===== config.mk =====
export PLATFORM = sky130hd
export DESIGN_NAME = detector_secuencia_param
export DESIGN_NICKNAME = d
export VERILOG_FILES = /design/src/rtl/detector_secuencia_pkg.sv /design/src/rtl/detector_secuencia_param_pulse_stretcher.sv /design/src/rtl/detector_secuencia_param.sv
export SDC_FILE = /design/constraint.sdc
export NUM_CORES = 1
export LEC_CHECK = 0
export ABC_AREA = 1
export CORE_ASPECT_RATIO = 1.75
export CORE_MARGIN = 2
export CORE_UTILIZATION = 40
export CTS_BUF_LIST = sky130_fd_sc_hd__clkbuf_8
export DETAILED_ROUTE_END_ITERATION = 12
export SLEW_MARGIN = 20
export SYNTH_ARGS = -nofsm -noshare
export SYNTH_HDL_FRONTEND = slang
export SYNTH_SLANG_ARGS = --single-unit

===== constraint.sdc =====
create_clock -name clk -period 3.2 [get_ports clk]
set_clock_uncertainty 0.1 [all_clocks]
set_input_delay 0.32 -clock clk [delete_from_list [all_inputs] [get_ports clk]]
set_output_delay 0.32 -clock clk [all_outputs]
set_load 0.05 [all_outputs]

===== src/rtl/detector_secuencia_pkg.sv =====
// detector_secuencia_pkg
// Shared defaults and legal parameter limits for the parameterised serial
// pattern detector and its per-channel pulse stretcher.
// No ports; imported by detector_secuencia_param and pulse_stretcher.
package detector_secuencia_pkg;

  // Pattern length in bits
  localparam int W_DEFAULT         = 4;
  localparam int W_MIN             = 2;
  localparam int W_MAX             = 16;

  // Number of independent pattern channels
  localparam int NUM_PAT_DEFAULT   = 2;
  localparam int NUM_PAT_MIN       = 1;
  localparam int NUM_PAT_MAX       = 8;

  // 1 = overlapping matches allowed, 0 = restart detection after any match
  localparam int OVERLAP_DEFAULT   = 1;

  // Width of each saturating per-channel match counter
  localparam int CNT_WIDTH_DEFAULT = 8;

  // Cycles that led_hold stays high after a match
  localparam int HOLD_DEFAULT      = 4;
  localparam int HOLD_MIN          = 1;

  // Bits needed to hold a count that runs from 0 up to and including max_val
  function automatic int count_bits(input int max_val);
    return (max_val < 1) ? 1 : $clog2(max_val + 1);
  endfunction

endpackage


===== src/rtl/detector_secuencia_param_pulse_stretcher.sv =====
// pulse_stretcher
// Turns a single-cycle trigger into an indication that stays high for HOLD
// cycles, starting on the cycle after the trigger is sampled. A trigger that
// arrives while the output is already high reloads the timer to HOLD.
// Ports:
//   clk   - system clock, rising edge
//   reset - asynchronous active-low reset, clears the timer
//   clear - synchronous clear of the timer
//   trig  - one-cycle request to (re)start the hold window
//   out   - stretched indication
module pulse_stretcher
  import detector_secuencia_pkg::*;
#(
  parameter int HOLD = HOLD_DEFAULT
) (
  input  logic clk,
  input  logic reset,
  input  logic clear,
  input  logic trig,
  output logic out
);

  localparam int CW = count_bits(HOLD);

  logic [CW-1:0] cnt_q;
  logic [CW-1:0] cnt_d;

  // Timer next value: clear wins, a trigger reloads the full window, otherwise
  // count down to zero and rest there.
  always_comb begin
    cnt_d = cnt_q;
    if (clear) begin
      cnt_d = '0;
    end else if (trig) begin
      cnt_d = CW'(HOLD);
    end else if (cnt_q != '0) begin
      cnt_d = cnt_q - CW'(1);
    end
  end

  // Timer register
  always_ff @(posedge clk or negedge reset) begin
    if (!reset) begin
      cnt_q <= '0;
    end else begin
      cnt_q <= cnt_d;
    end
  end

  // The output is high for every cycle in which the timer holds HOLD..1,
  // which is exactly HOLD cycles after the last trigger.
  assign out = (cnt_q != '0);

endmodule


===== src/rtl/detector_secuencia_param.sv =====
// detector_secuencia_param
// Serial pattern detector with NUM_PAT independent channels sharing a single
// shift history. Each channel compares the newest W-bit window against its
// own pattern, produces a one-cycle match pulse, a stretched match indication
// and a saturating match count.
// Ports:
//   clk           - system clock, rising edge
//   reset         - asynchronous active-low reset
//   entrada       - serial data bit
//   entrada_valid - entrada is sampled only when high
//   clear         - synchronous clear of history, fill, counters and timers
//   patron        - NUM_PAT patterns, channel k in [k*W +: W], MSB oldest
//   led           - one-cycle match pulse per channel
//   led_hold      - stretched match indication per channel
//   match_count   - saturating count per channel, [k*CNT_WIDTH +: CNT_WIDTH]
module detector_secuencia_param
  import detector_secuencia_pkg::*;
#(
  parameter int W         = W_DEFAULT,
  parameter int NUM_PAT   = NUM_PAT_DEFAULT,
  parameter int OVERLAP   = OVERLAP_DEFAULT,
  parameter int CNT_WIDTH = CNT_WIDTH_DEFAULT,
  parameter int HOLD      = HOLD_DEFAULT
) (
  input  logic                         clk,
  input  logic                         reset,
  input  logic                         entrada,
  input  logic                         entrada_valid,
  input  logic                         clear,
  input  logic [NUM_PAT*W-1:0]         patron,
  output logic [NUM_PAT-1:0]           led,
  output logic [NUM_PAT-1:0]           led_hold,
  output logic [NUM_PAT*CNT_WIDTH-1:0] match_count
);

  localparam int FW = count_bits(W);

  // Only the W-1 most recent bits need storing: the newest bit of the window
  // is always the incoming sample itself.
  logic [W-2:0]       hist_q;
  logic [W-2:0]       hist_d;
  logic [FW-1:0]      fill_q;
  logic [FW-1:0]      fill_d;
  logic [NUM_PAT-1:0] led_q;
  logic [NUM_PAT-1:0] led_d;

  logic [W-1:0]       window;
  logic               take_sample;
  logic               window_full;
  logic [NUM_PAT-1:0] match;
  logic               any_match;

  assign window      = {hist_q, entrada};
  assign take_sample = entrada_valid & ~clear;
  // This sample completes a full window when at least W-1 samples are
  // already held.
  assign window_full = (fill_q >= FW'(W - 1));
  assign any_match   = |match;

  // History and fill are shared by all channels. In non-overlap mode any match
  // empties the fill so a fresh W samples are needed before the next match.
  always_comb begin
    hist_d = hist_q;
    fill_d = fill_q;
    if (clear) begin
      hist_d = '0;
      fill_d = '0;
    end else if (entrada_valid) begin
      hist_d = window[W-2:0];
      if (fill_q != FW'(W)) begin
        fill_d = fill_q + FW'(1);
      end
      if ((OVERLAP == 0) && any_match) begin
        fill_d = '0;
      end
    end
  end

  // The match pulse is registered so it appears on the cycle after the
  // matching sample; match is already suppressed by clear.
  always_comb begin
    led_d = match;
  end

  // Shared history, fill and pulse registers
  always_ff @(posedge clk or negedge reset) begin
    if (!reset) begin
      hist_q <= '0;
      fill_q <= '0;
      led_q  <= '0;
    end else begin
      hist_q <= hist_d;
      fill_q <= fill_d;
      led_q  <= led_d;
    end
  end

  assign led = led_q;

  // Per-channel comparator, saturating counter and pulse stretcher
  for (genvar k = 0; k < NUM_PAT; k++) begin : g_chan
    logic [CNT_WIDTH-1:0] cnt_q;
    logic [CNT_WIDTH-1:0] cnt_d;

    assign match[k] = take_sample & window_full &
                      (window == patron[k*W +: W]);

    // Count matches, holding at all-ones instead of wrapping
    always_comb begin
      cnt_d = cnt_q;
      if (clear) begin
        cnt_d = '0;
      end else if (match[k] && (cnt_q != '1)) begin
        cnt_d = cnt_q + CNT_WIDTH'(1);
      end
    end

    // Match counter register
    always_ff @(posedge clk or negedge reset) begin
      if (!reset) begin
        cnt_q <= '0;
      end else begin
        cnt_q <= cnt_d;
      end
    end

    assign match_count[k*CNT_WIDTH +: CNT_WIDTH] = cnt_q;

    pulse_stretcher #(
      .HOLD (HOLD)
    ) u_stretch (
      .clk   (clk),
      .reset (reset),
      .clear (clear),
      .trig  (match[k]),
      .out   (led_hold[k])
    );
  end

endmodule


==> metrics.txt <==
share of cells above drive strength 1 between 10% and 20%; DR vias around 1.7k; grt total ovfl 0; Yosys cell types 30; PwrDens between 400 and 500 nW/µm²; Synth area leader dfrtp_1; Avg Vias per Cell between 4 and 5; Seq/Total Area, Yosys a little under two fifths; Fmax 431 MHz; startpoint types register; fin util 51.5%; Iteration-0 DRC Markers 37; #FFs+latches synth 30; max_cap viols 0; synthesized net count 291; initial antenna violation count 0; Syn Inst Count between 200 and 300; clock root buffer clkbuf_8; clk_lat worst skew between 0.2 and 0.3 ns; largest cells by area after synthesis dfrtp_1 38%, nand2_1 16%, inv_1 7.8%; DRC 0; post-CTS setup buffers 0; DIE WIDTH around 57 µm; TNS Setup 0 ns; final WL around 4200 µm; crit end category primary output; mapped cell area between 1500 and 2000 µm²; CTS clk-pin slew, worst paths about 0.07 ns; Worst Path Max Fanout 5; worst min path class in -> async; fill count roughly 500; total track usage 16.3%; largest net degree at the start of global routing 34; Setup Viol. Count Final 0; Fin. Hold Viols 0; Syn-to-layout area delta 22.4%; first-pass GRT wire length slightly above 7000 µm; Final min period approximately 2.3 ns; diode count 0; leak pwr 1.28 nW; DRT Pass-1 Iters 4; Final HPWL DP ~3200 µm; # H-tree levels 2; Avg Inst Size Synth 7.36 µm²; die height ~97 µm; slew at the pin with the worst max-slew slack a little under 0.5 ns; Hold Buf Count CTS 0; nets@finish 324; WP data arrival 1.90 ns; Final GP Congestion 0.767; Site Rows 33; Final Max Tran Viols 0; antenna-violating nets left 0; WL per Instance between 10 and 15 µm; post-cts resize count 0; I/O pin count 33; VDD IR max 0.000412 V; CTS tree built; Final Cycle Share ~73%; Worst Path Required 2.78 ns; Synth top area share between 30% and 40%; Core ar. approximately 4700 µm²; Buffers on Ports 32; status completed; WS Path Type reg -> out; unrepaired setup endpoints after global routing false; Initial Util 42.1%; worst-case clock buffer depth 2; Synth warnings 0; Num CTS Buffers 5; Slew HR between 60% and 70%; clk sinks 30; number of global-route vias before repair 1675; DIE AREA between 5000 and 6000 µm²
[metrics by stage]
step | instances | hold WS (ns) | power, mW | cell area, µm² | worst slack, ns
2_1_floorplan | 269 | -0.0756 | 0.741 | 1980 | 1.43
3_3_place_gp | 347 | 0.410 | 0.817 | 2330 | 0.949
3_5_place_dp | 347 | 0.426 | 0.820 | 2330 | 0.866
4_1_cts | 355 | 0.347 | 1.15 | 2420 | 0.856
5_1_grt | 355 | 0.384 | 1.20 | 2420 | 0.816
6_report | 355 | 0.336 | 1.13 | 2420 | 0.878
[cell families after synthesis]
family                     after synthesis  synth area share (%)
DFF                                     30                  37.9
AOI/OAI and AO/OA                        9                  2.53
buffers and inverters                   56                  11.8
adders and majority gates                9                  5.69
xor gates and xnor gates                 8                  3.54
and+or+nand+nor                        157                  38.5
[metal layers]
layer  vias up  global-route usage (%)  part of all wire [%]
met5         -                       0                     0
met4         0                    6.98                   2.2
met3         8                    2.93                   3.6
met2        31                    30.4                    55
met1       797                    17.2                    39
li1        898                       -                     -
[cell type report]
cell class / count / area, µm² / area share [%]
clock buffers: 6 / 82.6 / 3.41
clock inverters: 2 / 12.5 / 0.516
inverters: 49 / 190 / 7.84
multi-input cells: 183 / 996 / 41.1
flip-flops and latches: 30 / 751 / 31.0
well taps: 52 / 65.1 / 2.68
repair buffers: 33 / 328 / 13.5
[synthesized netlist by cell type, drive strengths merged]
cell	instances
nand2	85
o22ai	4
xnor2	1
clkbuf	2
nand3	36
nor2	24
a21oi	1
ha	9
clkinv	2
nor3b	2
inv	47
or2	1
nand4	8
dfrtp	30
xor2	7
buf	5
o21ai	4
nor3	1
[power breakdown]
group / switching [mW] / leakage, nW / internal [mW]
sequential: 0.0210 / 0.410 / 0.417
clock: 0.148 / 0.0472 / 0.173
combinational: 0.237 / 0.820 / 0.134
[critical path: stages (launching register included)]
cell	delay, ns
dfrtp_1	0.32
inv_1	0.07
ha_1	0.20
nand2_1	0.18
clkdlybuf4s50_1	0.84
[final timing paths]
path / start / endpoint / slack, ns / cells after the start
worst max-delay path: g_chan[1].u_stretch.cnt_q[0] / led_hold[1] / 0.88 / 4
worst min-delay path: reset / hist_q[2] / 0.34 / 2
worst max register to register: fill_q[0] / g_chan[1].cnt_q[3] / 1.49 / 10
worst min register to register: g_chan[0].u_stretch.cnt_q[1] / g_chan[0].u_stretch.cnt_q[1] / 0.44 / 2
max in group asynchronous: reset / g_chan[0].cnt_q[0] / 2.38 / 2
min in group clk: g_chan[0].u_stretch.cnt_q[1] / g_chan[0].u_stretch.cnt_q[1] / 0.44 / 2
[state kept, by name (all words and copies together) (netlist names)]
name and count:
fill_q 3, g_chan.cnt_q 16, g_chan.u_stretch.cnt_q 6, hist_q 3
led 2
[layout by cell type, fill, tap and decap left out, drive strengths merged]
master          n
or2             1
xnor2           1
nand3          36
dfrtp          30
nand4           8
inv            47
clkdlybuf4s50  32
nor3            1
a21oi           1
clkinvlp        1
o21ai           4
nor2           24
nor3b           2
clkinv          3
xor2            7
nand2          85
ha              9
o22ai           4
buf             1
clkbuf          6
Power figures use the tool's default switching activity.
